### src/rtl/multicycle_controller_if.sv
// ============================================================================
// Module      : multicycle_controller_if
// Description : Control/status bundle between the multicycle controller and
//               its datapath plus the shared memory port.
// Revision    : 1.0 - initial release
// ============================================================================
`default_nettype none

interface multicycle_controller_if;
  logic [5:0] op;
  logic       zero;
  logic       alu_neg;
  logic       mem_ready;

  logic       mem_req;
  logic       iord;
  logic       irwrite;
  logic       pcen;
  logic [1:0] pcsrc;
  logic       alusrca;
  logic [1:0] alusrcb;
  logic [1:0] aluop;
  logic       memwrite;
  logic       regwrite;
  logic       regdst;
  logic       memtoreg;
  logic       illegal;

  modport master (
    input  op, zero, alu_neg, mem_ready,
    output mem_req, iord, irwrite, pcen, pcsrc, alusrca, alusrcb, aluop,
           memwrite, regwrite, regdst, memtoreg, illegal
  );

  modport slave (
    output op, zero, alu_neg, mem_ready,
    input  mem_req, iord, irwrite, pcen, pcsrc, alusrca, alusrcb, aluop,
           memwrite, regwrite, regdst, memtoreg, illegal
  );
endinterface

`default_nettype wire

### src/rtl/multicycle_controller.sv
// ============================================================================
// Module      : multicycle_controller
// Description : Control FSM of the multicycle MIPS core, sequencing fetch,
//               decode, execute, memory and writeback over one shared memory
//               port with a req/ready handshake.
// Revision    : 1.0 - initial release
// ============================================================================
`default_nettype none

module multicycle_controller #(
  parameter logic [5:0] OP_BGE    = 6'b010010,
  parameter logic [5:0] OP_SWAPRM = 6'b010011
) (
  input  wire logic               clk,
  input  wire logic               reset,
  multicycle_controller_if.master io_bus
);

  localparam logic [5:0] C_OP_RTYPE = 6'b000000;
  localparam logic [5:0] C_OP_LW    = 6'b100011;
  localparam logic [5:0] C_OP_SW    = 6'b101011;
  localparam logic [5:0] C_OP_BEQ   = 6'b000100;
  localparam logic [5:0] C_OP_ADDI  = 6'b001000;
  localparam logic [5:0] C_OP_J     = 6'b000010;

  typedef enum logic [3:0] {
    S_FETCH  = 4'd0,
    S_DECODE = 4'd1,
    S_MEMADR = 4'd2,
    S_MEMRD  = 4'd3,
    S_MEMWB  = 4'd4,
    S_MEMWR  = 4'd5,
    S_SWAPWR = 4'd6,
    S_EXEC   = 4'd7,
    S_ALUWB  = 4'd8,
    S_ADDIEX = 4'd9,
    S_ADDIWB = 4'd10,
    S_BEQ    = 4'd11,
    S_BGE    = 4'd12,
    S_JUMP   = 4'd13,
    S_TRAP   = 4'd14
  } state_t;

  state_t     r_state;
  state_t     w_next;

  logic       r_mem_req;
  logic       r_iord;
  logic [1:0] r_pcsrc;
  logic       r_alusrca;
  logic [1:0] r_alusrcb;
  logic [1:0] r_aluop;
  logic       r_memwrite;
  logic       r_regwrite;
  logic       r_regdst;
  logic       r_memtoreg;
  logic       r_illegal;
  // One-hot state qualifiers for the input-gated strobes pcen/irwrite
  logic       r_in_fetch;
  logic       r_in_beq;
  logic       r_in_bge;
  logic       r_in_jump;

  always_comb begin
    w_next = r_state;
    case (r_state)
      S_FETCH:  if (io_bus.mem_ready) w_next = S_DECODE;
      S_DECODE: begin
        if (io_bus.op == C_OP_LW || io_bus.op == C_OP_SW || io_bus.op == OP_SWAPRM)
          w_next = S_MEMADR;
        else if (io_bus.op == C_OP_RTYPE) w_next = S_EXEC;
        else if (io_bus.op == C_OP_ADDI)  w_next = S_ADDIEX;
        else if (io_bus.op == C_OP_BEQ)   w_next = S_BEQ;
        else if (io_bus.op == OP_BGE)     w_next = S_BGE;
        else if (io_bus.op == C_OP_J)     w_next = S_JUMP;
        else                              w_next = S_TRAP;
      end
      S_MEMADR: w_next = (io_bus.op == C_OP_SW) ? S_MEMWR : S_MEMRD;
      S_MEMRD: begin
        if (io_bus.mem_ready)
          w_next = (io_bus.op == OP_SWAPRM) ? S_SWAPWR : S_MEMWB;
      end
      S_SWAPWR: if (io_bus.mem_ready) w_next = S_MEMWB;
      S_MEMWR:  if (io_bus.mem_ready) w_next = S_FETCH;
      S_MEMWB:  w_next = S_FETCH;
      S_EXEC:   w_next = S_ALUWB;
      S_ALUWB:  w_next = S_FETCH;
      S_ADDIEX: w_next = S_ADDIWB;
      S_ADDIWB: w_next = S_FETCH;
      S_BEQ:    w_next = S_FETCH;
      S_BGE:    w_next = S_FETCH;
      S_JUMP:   w_next = S_FETCH;
      S_TRAP:   w_next = S_TRAP;
      default:  w_next = S_FETCH;
    endcase
  end

  // Outputs are registered against the next state, so they are Moore values
  // of the current state; the reset image is the FETCH output set.
  always_ff @(posedge clk or posedge reset) begin
    if (reset) begin
      r_state    <= S_FETCH;
      r_mem_req  <= 1'b1;
      r_iord     <= 1'b0;
      r_pcsrc    <= 2'b00;
      r_alusrca  <= 1'b0;
      r_alusrcb  <= 2'b01;
      r_aluop    <= 2'b00;
      r_memwrite <= 1'b0;
      r_regwrite <= 1'b0;
      r_regdst   <= 1'b0;
      r_memtoreg <= 1'b0;
      r_illegal  <= 1'b0;
      r_in_fetch <= 1'b1;
      r_in_beq   <= 1'b0;
      r_in_bge   <= 1'b0;
      r_in_jump  <= 1'b0;
    end else begin
      r_state    <= w_next;
      r_mem_req  <= 1'b0;
      r_iord     <= 1'b0;
      r_pcsrc    <= 2'b00;
      r_alusrca  <= 1'b0;
      r_alusrcb  <= 2'b00;
      r_aluop    <= 2'b00;
      r_memwrite <= 1'b0;
      r_regwrite <= 1'b0;
      r_regdst   <= 1'b0;
      r_memtoreg <= 1'b0;
      r_illegal  <= 1'b0;
      r_in_fetch <= 1'b0;
      r_in_beq   <= 1'b0;
      r_in_bge   <= 1'b0;
      r_in_jump  <= 1'b0;
      case (w_next)
        S_FETCH: begin
          r_mem_req  <= 1'b1;
          r_alusrcb  <= 2'b01;
          r_in_fetch <= 1'b1;
        end
        S_DECODE: r_alusrcb <= 2'b11;
        S_MEMADR: begin
          r_alusrca <= 1'b1;
          r_alusrcb <= 2'b10;
        end
        S_MEMRD: begin
          r_mem_req <= 1'b1;
          r_iord    <= 1'b1;
        end
        S_SWAPWR, S_MEMWR: begin
          r_mem_req  <= 1'b1;
          r_iord     <= 1'b1;
          r_memwrite <= 1'b1;
        end
        S_MEMWB: begin
          r_regwrite <= 1'b1;
          r_memtoreg <= 1'b1;
        end
        S_EXEC: begin
          r_alusrca <= 1'b1;
          r_aluop   <= 2'b10;
        end
        S_ALUWB: begin
          r_regwrite <= 1'b1;
          r_regdst   <= 1'b1;
        end
        S_ADDIEX: begin
          r_alusrca <= 1'b1;
          r_alusrcb <= 2'b10;
        end
        S_ADDIWB: r_regwrite <= 1'b1;
        S_BEQ, S_BGE: begin
          r_alusrca <= 1'b1;
          r_aluop   <= 2'b01;
          r_pcsrc   <= 2'b01;
          r_in_beq  <= (w_next == S_BEQ);
          r_in_bge  <= (w_next == S_BGE);
        end
        S_JUMP: begin
          r_pcsrc   <= 2'b10;
          r_in_jump <= 1'b1;
        end
        S_TRAP:  r_illegal <= 1'b1;
        default: r_illegal <= 1'b0;
      endcase
    end
  end

  // Strobes are masked by reset combinationally so they fall the moment
  // reset rises, independent of the clock.
  assign io_bus.mem_req  = r_mem_req & ~reset;
  assign io_bus.irwrite  = r_in_fetch & io_bus.mem_ready & ~reset;
  assign io_bus.pcen     = ~reset & ((r_in_fetch & io_bus.mem_ready) |
                                     (r_in_beq   & io_bus.zero)      |
                                     (r_in_bge   & ~io_bus.alu_neg)  |
                                      r_in_jump);
  assign io_bus.memwrite = r_memwrite & ~reset;
  assign io_bus.regwrite = r_regwrite & ~reset;
  assign io_bus.illegal  = r_illegal & ~reset;
  assign io_bus.iord     = r_iord;
  assign io_bus.pcsrc    = r_pcsrc;
  assign io_bus.alusrca  = r_alusrca;
  assign io_bus.alusrcb  = r_alusrcb;
  assign io_bus.aluop    = r_aluop;
  assign io_bus.regdst   = r_regdst;
  assign io_bus.memtoreg = r_memtoreg;

endmodule

`default_nettype wire

### src/flat_wrapper.sv
// flat-port wrapper written by rule: the top's interface ports become plain ports
module multicycle_controller_flat 
#(
  parameter logic [5:0] OP_BGE    = 6'b010010,
  parameter logic [5:0] OP_SWAPRM = 6'b010011
)
  (clk, reset, io_bus_op, io_bus_zero, io_bus_alu_neg, io_bus_mem_ready, io_bus_mem_req, io_bus_iord, io_bus_irwrite, io_bus_pcen, io_bus_pcsrc, io_bus_alusrca, io_bus_alusrcb, io_bus_aluop, io_bus_memwrite, io_bus_regwrite, io_bus_regdst, io_bus_memtoreg, io_bus_illegal);
  multicycle_controller_if io_bus_i ();
  input  wire logic clk;
  input  wire logic reset;
  input wire logic [$bits(io_bus_i.op)-1:0] io_bus_op;
  input wire logic [$bits(io_bus_i.zero)-1:0] io_bus_zero;
  input wire logic [$bits(io_bus_i.alu_neg)-1:0] io_bus_alu_neg;
  input wire logic [$bits(io_bus_i.mem_ready)-1:0] io_bus_mem_ready;
  output wire logic [$bits(io_bus_i.mem_req)-1:0] io_bus_mem_req;
  output wire logic [$bits(io_bus_i.iord)-1:0] io_bus_iord;
  output wire logic [$bits(io_bus_i.irwrite)-1:0] io_bus_irwrite;
  output wire logic [$bits(io_bus_i.pcen)-1:0] io_bus_pcen;
  output wire logic [$bits(io_bus_i.pcsrc)-1:0] io_bus_pcsrc;
  output wire logic [$bits(io_bus_i.alusrca)-1:0] io_bus_alusrca;
  output wire logic [$bits(io_bus_i.alusrcb)-1:0] io_bus_alusrcb;
  output wire logic [$bits(io_bus_i.aluop)-1:0] io_bus_aluop;
  output wire logic [$bits(io_bus_i.memwrite)-1:0] io_bus_memwrite;
  output wire logic [$bits(io_bus_i.regwrite)-1:0] io_bus_regwrite;
  output wire logic [$bits(io_bus_i.regdst)-1:0] io_bus_regdst;
  output wire logic [$bits(io_bus_i.memtoreg)-1:0] io_bus_memtoreg;
  output wire logic [$bits(io_bus_i.illegal)-1:0] io_bus_illegal;
  assign io_bus_i.op = io_bus_op;
  assign io_bus_i.zero = io_bus_zero;
  assign io_bus_i.alu_neg = io_bus_alu_neg;
  assign io_bus_i.mem_ready = io_bus_mem_ready;
  assign io_bus_mem_req = io_bus_i.mem_req;
  assign io_bus_iord = io_bus_i.iord;
  assign io_bus_irwrite = io_bus_i.irwrite;
  assign io_bus_pcen = io_bus_i.pcen;
  assign io_bus_pcsrc = io_bus_i.pcsrc;
  assign io_bus_alusrca = io_bus_i.alusrca;
  assign io_bus_alusrcb = io_bus_i.alusrcb;
  assign io_bus_aluop = io_bus_i.aluop;
  assign io_bus_memwrite = io_bus_i.memwrite;
  assign io_bus_regwrite = io_bus_i.regwrite;
  assign io_bus_regdst = io_bus_i.regdst;
  assign io_bus_memtoreg = io_bus_i.memtoreg;
  assign io_bus_illegal = io_bus_i.illegal;
  multicycle_controller #(.OP_BGE(OP_BGE), .OP_SWAPRM(OP_SWAPRM)) u_core (.clk(clk), .reset(reset), .io_bus(io_bus_i));
endmodule
### config.mk
export PLATFORM = sky130hd
export DESIGN_NAME = multicycle_controller_flat
export DESIGN_NICKNAME = d
export VERILOG_FILES = /design/src/rtl/multicycle_controller_if.sv /design/src/rtl/multicycle_controller.sv /design/src/flat_wrapper.sv
export SDC_FILE = /design/constraint.sdc
export NUM_CORES = 1
export LEC_CHECK = 0
export ABC_AREA = 1
export BUFFER_PORTS_ARGS = -buffer_cell sky130_fd_sc_hd__clkbuf_2
export CORE_ASPECT_RATIO = 1.5
export CORE_MARGIN = 5
export CORE_UTILIZATION = 53
export CTS_CLUSTER_SIZE = 16
export DETAILED_ROUTE_END_ITERATION = 6
export GPL_ROUTABILITY_DRIVEN = 1
export PLACE_DENSITY = 0.75
export SYNTH_ARGS = -nofsm -noshare
export SYNTH_HDL_FRONTEND = slang
export SYNTH_SLANG_ARGS = --single-unit
### constraint.sdc
create_clock -name clk -period 1.8 [get_ports clk]
set_input_delay 0.54 -clock clk [delete_from_list [all_inputs] [get_ports clk]]
set_output_delay 0.54 -clock clk [all_outputs]
set_load 0.01 [all_outputs]
Word level (Yosys, flattened, before mapping)
Index checks and enable logic that the tools add are counted.

word-level totals
  register bits after elaboration = 22
  bits of input ports = 11
  output and inout bits = 16
  logic and storage cells = 99

cells by class
  eq/ne operators = 29
  muxes and demuxes = 28
  bitwise gates (word level) = 14
  reductions and logical operators = 12

operators by type and width
  cell                                           count
  == test 4 bit, second input constant           9
  two-way mux 4 bit                              9
  case mux 4 bit (9 select lines)                1
  == test 4 x 3 -> 1 bit, second input constant  7
  == test 4 x 2 -> 1 bit, second input constant  4
  == test 6 x 5 -> 1 bit, second input constant  2
  == test 6 bit, second input constant           2
  two-way mux 1 bit                              12
  AND 1 bit                                      9
  == test 4 x 1 -> 1 bit, second input constant  2
  logical NOT 4 bit                              2
  case mux 2 bit (2 select lines)                2
  == test 6 x 2 -> 1 bit, second input constant  1
  == test 6 x 3 -> 1 bit, second input constant  1
  == test 6 x 4 -> 1 bit, second input constant  1
  logical NOT 6 bit                              1
  case mux 2 bit (3 select lines)                1
  OR reduction 2 bit                             3
  OR reduction 3 bit                             2
  OR reduction 5 bit                             1
  two-way mux 2 bit                              2
  OR reduction 4 bit                             1
  two-way mux 3 bit                              1
  bitwise OR 1 bit                               3
  other kinds (2)                                4

Longest topological paths before layout
  depth after elaboration = 11
  depth in mapped cells = 12
  mapped depth without buffers = 12

Worst setup path before layout
No wires, ideal clock.

  kind = input-to-reg
  start point = in io_bus_op[5]
  end point = reg u_core.r_alusrca (netlist: u_core.io_bus.alusrca)
  library setup time = 126 ps
  arrival time = 1457 ps
  required time = 1674 ps
  slack = 217 ps
  stages on the path = 9
  buffers on the path = 0
  path through = inv_1 nor2_1 nand3_2 a21oi_2 nand3_4 nand2_2 nor2_2 nor2_2 nand3_2

on the way
  cells in the longest elaborated chain, start to end = 11
  elaborated cells between the ends (all ways) = 27
  those cells by class = eq/ne: 12; mux: 11; reduce/logical: 4

ends and longest elaborated chain
  what                                                  line                          source
  start: declaration                                    flat_wrapper.sv:11            input wire logic [$bits(io_bus_i.op)-1:0] io_bus_op;
  == test 6 x 2 -> 1 bit                                multicycle_controller.sv:75   else if (io_bus.op == C_OP_J) w_next = S_JUMP;
  two-way mux 2 bit                                     multicycle_controller.sv:75
  two-way mux 4 bit                                     multicycle_controller.sv:74   else if (io_bus.op == OP_BGE) w_next = S_BGE;
  two-way mux 4 bit                                     multicycle_controller.sv:73   else if (io_bus.op == C_OP_BEQ) w_next = S_BEQ;
  two-way mux 4 bit                                     multicycle_controller.sv:72   else if (io_bus.op == C_OP_ADDI) w_next = S_ADDIEX;
  two-way mux 4 bit                                     multicycle_controller.sv:71   else if (io_bus.op == C_OP_RTYPE) w_next = S_EXEC;
  two-way mux 4 bit                                     multicycle_controller.sv:69   if (io_bus.op == C_OP_LW || io_bus.op == C_OP_SW || io_bus.op == OP_SWAPRM)
  case mux 4 bit (9 select lines) *                     multicycle_controller.sv:66   case (r_state)
  via u_core.w_next[1]                                  multicycle_controller.sv:45   state_t w_next;
  == test 4 x 2 -> 1 bit, or another cell as far along  multicycle_controller.sv:135  case (w_next)
  OR reduction 5 bit (no line) *                        -
  two-way mux 1 bit *                                   multicycle_controller.sv:135
  end signal: assignment                                multicycle_controller.sv:143  r_alusrca <= 1'b1;
  end signal: assignment                                multicycle_controller.sv:160  r_alusrca <= 1'b1;
  end signal: assignment                                multicycle_controller.sv:168  r_alusrca <= 1'b1;
  end: declaration                                      multicycle_controller.sv:50   logic r_alusrca;

Mark *: on every way through the listed nets, which the timed path passes. The rest lies on a longest branch.

Worst setup path after layout
  start point = reg u_core.r_in_fetch
  end point = out io_bus_pcen

on the way
  cells in the longest elaborated chain, start to end = 5

ends and longest elaborated chain
  what                      line                          source
  start: declaration        multicycle_controller.sv:59   logic r_in_fetch;
  start signal: assignment  multicycle_controller.sv:114  r_in_fetch <= 1'b1;
  start signal: assignment  multicycle_controller.sv:131  r_in_fetch <= 1'b0;
  start signal: assignment  multicycle_controller.sv:139  r_in_fetch <= 1'b1;
  AND 1 bit                 multicycle_controller.sv:193  assign io_bus.pcen = ~reset & ((r_in_fetch & io_bus.mem_ready) |
  bitwise OR 1 bit          multicycle_controller.sv:193
  bitwise OR 1 bit          multicycle_controller.sv:194  (r_in_beq & io_bus.zero) |
  bitwise OR 1 bit          multicycle_controller.sv:195  (r_in_bge & ~io_bus.alu_neg) |
  AND 1 bit                 multicycle_controller.sv:193
  end: declaration          flat_wrapper.sv:18            output wire logic [$bits(io_bus_i.pcen)-1:0] io_bus_pcen;

Every way passes these cells.

==> summary.txt <==
Max-slew violation count - 0
Fin crit share - 0.9571
Remaining DRCs - 0
Leakage - 0.8785 nW
Cts bufs inserted - 3
Io pins - 27
WP data arrival - 1.18 ns
Area after DPL - 1485 sq um
CP max FO - 2
Reg clk slew, reported paths - 0.11 ns
Final hold violation count - 0
Setup crit end kind - output port
Starting Density - 0.5376
DR vias - 1182
Cts-stage hold buffer count - 0
VDD IR max - 0.9671 mV
Slew @ Worst Pin - 0.3052 ns
Final Cell Area - 1525 sq um
Final nets - 220
Yosys cell types - 20
Placed Cells - 228
# H-tree levels - 1
Clock skew - 0.005725 ns
Vias in the first global route - 1192
Post-route antenna net violation count - 0
Critical path class - reg -> out
DP HPWL - 2.334 mm
Largest net degree at the start of global routing - 23
CTS root buffer - clkbuf_4
Final min period - 1.723 ns
PD cells - 1446 nW/um^2
Post-CTS Resized - 0
Die Ht - 70.37 um
Longest Clk Path Bufs - 2
Total grt overflow - 0
R2R Path End - u_core.io_bus.alusrca
Layout cell share with drive strength beyond 1 - 0.3365
Post-CTS Setup Repair Bufs - 0
Syn Area/Cell - 7.442 sq um
DRT Pass-1 Iters - 4
TritonCTS clock tree - built
Syn_nets - 184
Drt via density - 5.095
Total Power - 2.206 mW
FF-to-FF path depth - 10
Top post-synthesis cells by area - dfrtp_1, nand2_1, nor2_1
Worst EP required - 1.26 ns
Cell Rows - 22
Area Growth Syn to Fin - 18.46%
Die W - 50.24 um
Total die area - 3535 sq um
Setup ws final - 0.07717 ns
Worst-Skew Late Latency - 0.31 ns
Final cell count without fillers - 232
Ant. Diodes - 0
Max frequency - 580.4 MHz
Mapped Cells - 173
Unrepaired setup endpoints after global routing - no
WHS - 0.2987 ns
Ys Warns - 0
Pre-CTS setup slack - -0.08995 ns
CTS sink cnt - 22
Reg2reg start - u_core.r_state[3]
Synth top area share - 0.3693
Core area - 2395 sq um
Setup TNS - 0 ns
Initial DRC count - 34
Antenna violations before repair - 0
Total track usage - 0.1741
Post-Route WL - 2.741 mm
Seq cells post-synth - 22
Area leader, netlist - dfrtp_1
First-pass GRT wire length - 4.885 mm
Number of buffers added on ports - 26
GPL Wtd Cong - 0.9156
R2r setup slk - 0.14 ns
Startpoint types - flip-flop
WL/cell - 11.81 um
Sequential share of the synthesized area - 0.4305
Post-Syn Area - 1287 sq um
Type of the worst min-delay path - in -> async
Max Cap Viol - 0
Final Core Density - 0.6369
Setup violators final - 0
Status - completed
Slew HR - 0.7958
## worst max-delay path by stage
| stage | from | to | slack (ns) | cells past startpoint |
|---|---|---|---|---|
| final | u_core.r_in_fetch | io_bus_pcen | 0.08 | 3 |
| after global routing | u_core.r_state[3] | u_core.io_bus.alusrca | 0.009 | 10 |
| after CTS | u_core.r_in_fetch | io_bus_pcen | 0.04 | 3 |
| after detailed placement | io_bus_op[3] | u_core.io_bus.alusrca | -0.09 | 9 |
| after global placement | io_bus_op[3] | u_core.io_bus.alusrca | -0.05 | 9 |
| after floorplan | io_bus_op[5] | u_core.io_bus.alusrca | 0.22 | 9 |
## routing by layer
layer  vias to the layer above  track usage  share of wire
li1                        600            -              -
met1                       542       0.1896           0.37
met2                        36       0.3231           0.56
met3                         4      0.02772          0.047
met4                         0      0.06122          0.014
met5                         -            0              0
## layout by cell type, fill, tap and decap left out, types with 4 or more instances in the layout
cell      count
buf_4         5
nand2_1      38
inv_1        26
nor2_1       30
clkbuf_2     25
nor2_2        7
nand3_1      15
dfrtp_1      19
inv_2         7
nand4_1       4
nand2_4       4
nand3_2       4
## final cells by class
cell class / instances / area (sq um)
fillers: 216 / 869.6
multi-input cells: 118 / 613.1
flip-flops and latches: 22 / 554.3
repair buffers: 31 / 167.7
inverters: 33 / 123.9
clock buffers: 4 / 36.28
well taps: 24 / 30.03
## critical path, stage by stage, from the launching register on
cell and delay, ns:
dfstp_2 0.55, a21oi_2 0.05, a31oi_1 0.11, buf_2 0.15
## cell families (layout without fill, tap and decap cells)
kind of cell           Yosys count  count (layout)  synth area share
AOI/OAI and AO/OA                8               8           0.03888
buffers and inverters           33              68           0.09621
and+or+nand+nor                110             110            0.4344
DFF                             22              22            0.4305
## synth_stat cells
master	instances
nor2_1	30
o22ai_1	1
o21ai_0	2
dfstp_2	3
nand2_2	3
a21oi_1	2
nand2_4	4
nand2_1	38
inv_2	7
nand3_1	15
nand3_2	4
dfrtp_1	19
inv_1	26
nand4_1	4
nand3_4	1
nor2_2	7
a21oi_2	2
nor3_1	1
a31oi_1	1
nor2_4	3
## power by group
| group | switching, mW | internal [mW] | total [mW] |
|---|---|---|---|
| Clock | 0.141 | 0.124 | 0.264 |
| Sequential | 0.0862 | 0.672 | 0.759 |
| Combinational | 0.771 | 0.412 | 1.18 |
## state kept, by name, indices dropped and copies added (netlist names), 2 cells and up
register               flops
u_core.io_bus.alusrcb      2
u_core.io_bus.pcsrc        2
u_core.io_bus.aluop        2
u_core.r_state             4
(Power assumes the default switching activity.)
